`config.mk`:
```
export PLATFORM = sky130hd
export DESIGN_NAME = demux_1a4
export DESIGN_NICKNAME = d
export VERILOG_FILES = /design/src/rtl/demux_1a4.sv
export SDC_FILE = /design/constraint.sdc
export NUM_CORES = 1
export LEC_CHECK = 0
export CAP_MARGIN = 30
export CORE_MARGIN = 4
export CORE_UTILIZATION = 40
export DETAILED_ROUTE_END_ITERATION = 16
export PLACE_DENSITY = 0.89
export SETUP_SLACK_MARGIN = 0.3
export SLEW_MARGIN = 20
export SYNTH_ARGS = -nofsm -noshare
export SYNTH_HDL_FRONTEND = slang
export SYNTH_SLANG_ARGS = --single-unit
```
`constraint.sdc`:
```
create_clock -name clk -period 5 [get_ports clk]
set_input_delay 1 -clock clk [delete_from_list [all_inputs] [get_ports clk]]
set_output_delay 1 -clock clk [all_outputs]
set_load 0.01 [all_outputs]
```
`src/rtl/demux_1a4.sv`:
```
// Registered 1-to-4 write-back demultiplexer: a one-entry buffer routes each word
// to the register file, memory write port or output port; destination 3 is discarded and counted.
module demux_1a4 #(
    parameter int WIDTH = 32,
    parameter int CNT_W = 8
) (
    input  logic             clk,
    input  logic             rst,
    input  logic [1:0]       ctrl,
    input  logic [WIDTH-1:0] entrada,
    input  logic             ent_valida,
    output logic             ent_lista,
    output logic [WIDTH-1:0] salida1,
    output logic [WIDTH-1:0] salida2,
    output logic [WIDTH-1:0] salida3,
    output logic             sal_valida1,
    output logic             sal_valida2,
    output logic             sal_valida3,
    input  logic             sal_lista1,
    input  logic             sal_lista2,
    input  logic             sal_lista3,
    output logic [CNT_W-1:0] descartes,
    output logic             error,
    output logic             estado_dbg
);

    // Handshake: a word moves on any side exactly when valid and ready are both high at a
    // rising edge; valid never drops and the payload never changes while waiting for ready.
    typedef enum logic {VACIO = 1'b0, LLENO = 1'b1} estado_t;

    estado_t          estado, estado_d;
    logic [WIDTH-1:0] dato, dato_d;
    logic [1:0]       dest, dest_d;
    logic             sel_lista;
    logic             acepta;
    logic             sale;
    logic             descarta;

    always_comb begin
        case (dest)
            2'd0:    sel_lista = sal_lista1;
            2'd1:    sel_lista = sal_lista2;
            default: sel_lista = sal_lista3;
        endcase
    end

    // Ready passes straight through from the active consumer so the buffer can refill
    // in the same cycle it drains.
    assign ent_lista = !rst && (estado == VACIO || sel_lista);
    assign acepta    = ent_valida && ent_lista;
    assign sale      = (estado == LLENO) && sel_lista;

    always_comb begin
        estado_d = estado;
        dato_d   = dato;
        dest_d   = dest;
        descarta = 1'b0;
        if (estado == VACIO || sale) begin
            estado_d = VACIO;
            if (acepta) begin
                if (ctrl == 2'd3) begin
                    descarta = 1'b1;
                end else begin
                    estado_d = LLENO;
                    dato_d   = entrada;
                    dest_d   = ctrl;
                end
            end
        end
    end

    always_ff @(posedge clk or posedge rst) begin
        if (rst) begin
            estado    <= VACIO;
            dato      <= '0;
            dest      <= 2'd0;
            descartes <= '0;
            error     <= 1'b0;
        end else begin
            estado <= estado_d;
            dato   <= dato_d;
            dest   <= dest_d;
            error  <= descarta;
            if (descarta && descartes != {CNT_W{1'b1}})
                descartes <= descartes + 1'b1;
        end
    end

    assign salida1     = dato;
    assign salida2     = dato;
    assign salida3     = dato;
    assign sal_valida1 = (estado == LLENO) && (dest == 2'd0);
    assign sal_valida2 = (estado == LLENO) && (dest == 2'd1);
    assign sal_valida3 = (estado == LLENO) && (dest == 2'd2);
    assign estado_dbg  = estado;

endmodule
```
==> reports/qor.yml <==
status: "finished clean"
rows: 28
dr.pass1.iters: 3
skew_ns: 0.005497
power.total_mw: 1.610
powerDensity_mw_per_mm2: 447.9
period_share_pct: 69.65
cts_resized: 0
initial_utilization_pct: 41.05
drc: 0
relSlewSlack_pct: 63.76
root_buffer: "clkbuf_8"
ys_top_cells_by_area: "dfrtp_1 46%, buf_4 20%, mux2_4 19%"
dp_cells: 347
vias: 1632
synth_nets: 230
grtUsageTotal_pct: 14.60
postCtsSetupBuffers: 0
ctsHoldBuffers: 0
dp_hpwl_um: 4256
dpl-instance-area_mm2: 0.003505
worstMarginPinSlew_ns: 0.5436
synth_seq_area_share_pct: 45.57
wl_um: 5290
holdPathEnd: "descartes[7]$_DFFE_PP0P_"
clk_path_buf_depth: 2
min_path_cells: 1
final_area_mm2: 0.003595
p_sw_share_pct: 31.07
core_area_mm2: 0.005886
grt_pass1_wl_um: 8569
whs_ns: 0.4959
htreeDepth: 2
min_from: "descartes[7]$_DFFE_PP0P_"
fillCellCount: 463
layout_common_cells: "149 x clkdlybuf4s50_1, 44 x dfrtp_1, 30 x mux2_4"
p_leak_nw: 1.605
rsz0062_at_grt: "false"
ys_types: 25
seqCellArea_mm2: 0.001101
yosys.area.top_type: "dfrtp_1"
comb_power_share_pct: 51.6
viasPerCell: 4.597
antenna_found_initial: 0
clkPwrFrac_pct: 13.8
required_ns: 4.00
p_seq_share_pct: 34.6
numCtsBuffers: 5
setup_viol: 0
area_growth_pct: 48.78
syn_avg_cell_area_um2: 12.78
wl_per_cell_um: 14.90
synth_top_area_share_pct: 45.57
critPathLaunchType: "input port"
drive_above_1_share_pct: 16.43
setup-tns-final_ns: 0
multi_input_area_um2: 779.5
synth_area_mm2: 0.002416
antenna_cells: 0
die_h_um: 85.72
path_clk_slew_ns: 0.08
crit_arrival_ns: 2.48
slew_viol_final: 0
hp-class: "flop to flop"
ios: 150
path_max_fanout: 3
r2r_cells: 5
nNetsFinal: 320
r2r_slack_ns: 2.81
clock.fmax_ghz: 0.2871
syn_inst: 189
switching_power_uw: 500.3
cts_tree: "built"
grt_pass1_vias: 1688
peakVddDrop_mv: 0.2364
drv_cap: 0
timing.rr.end: "salida1[23]$_DFFE_PP0P_"
r2r_start: "dest[0]$_DFFE_PP0P_"
dieArea_mm2: 0.007348
yosys_warnings: 0
finalCriticalPeriod_ns: 3.483
final_common_cell: "clkdlybuf4s50_1"
io_buffer_count: 149
ys_ff_latch: 44
clk_latency_ns: 0.28
grt_max_degree: 45
power.internal_mw: 1.110
drt_iter0_drc: 22
cp-end-kind: "output port"
antenna_left: 0
crit_type: "input port to output port"
clkSinkCount: 44
gp_congestion: 0.7950
fp.dieW_um: 85.72
hold_viol: 0
final_cell_count_no_fill: 355
grt_overflow_total: 0
## critical path, stage by stage
cell and delay [ns]:
clkdlybuf4s50_1 0.40, mux2_4 0.30, mux2i_1 0.18, a21oi_1 0.10
clkdlybuf4s50_1 0.49
## state kept, by name (all words and copies together) (netlist names)
name / cells
error: 1
salida1: 32
dest: 2
descartes: 8
estado_dbg: 1
## cells in the mapped netlist
master     number
o211ai_2        1
xor2_1          7
nor4_1          3
buf_4          64
nand3b_1        1
dfrtp_1        44
nand3_1         4
mux2_2          4
nand2_1         4
mux2_4         30
and3_1          1
mux2i_1         1
and4b_1         1
o2111ai_4       1
nor3b_1         1
nor3_1          2
a21o_1          1
ha_1            1
a21oi_1         1
buf_6           4
nand4_1         1
o22a_1          2
inv_1           3
nand2b_1        1
nor2_1          6
## area by class of cell
type	count	share of cell area [%]
well taps	75	2.611
repair buffers	151	42.26
multi-input cells	74	21.68
flip-flops and latches	44	30.63
clock buffers	8	2.506
inverters	3	0.3133
## through the flow
step / util, % / worst slack, ns
CTS: 61.08 / 1.514
detailed placement: 59.55 / 1.516
global placement: 59.20 / 1.576
global route: 61.08 / 1.448
finish: 61.08 / 1.517
floorplan: - / 1.838
## cell families (layout without fill, tap and decap cells)
| logic type | after synthesis | after routing | synth area share, % |
|---|---|---|---|
| buffers and inverters | 71 | 162 | 22.22 |
| DFF | 44 | 44 | 45.57 |
| muxes | 35 | 35 | 20.92 |
| and+or+nand+nor | 25 | 25 | 5.386 |
| xor gates and xnor gates | 7 | 7 | 2.538 |
| AOI/OAI and AO/OA | 6 | 6 | 2.848 |
| adders and majority gates | 1 | 1 | 0.5178 |
## metal layers
layer,vias up,share of wire (%),global-route usage (%)
met5,-,0,0
met1,773,40,18.03
met3,7,8.6,4.323
li1,753,-,-
met4,0,0.89,2.878
met2,99,50,25.42
## power groups by stage
stage	logic (mW)	registers, mW	clock network, mW
floorplan	0.461	0.588	0
CTS	0.843	0.560	0.234
detailed placement	0.839	0.564	0
finish	0.831	0.557	0.223
global route	0.873	0.582	0.248
global placement	0.823	0.559	0
## worst max-delay path by stage
stage                    start                      end  depth (start not counted)
global placement    sal_lista1                ent_lista                          5
detailed placement  sal_lista1                ent_lista                          5
floorplan                  rst  salida1[10]$_DFFE_PP0P_                          6
global route        sal_lista1                ent_lista                          5
finish              sal_lista1                ent_lista                          5
CTS                 sal_lista1                ent_lista                          5
Note: power is estimated with default switching activity, not from simulation.
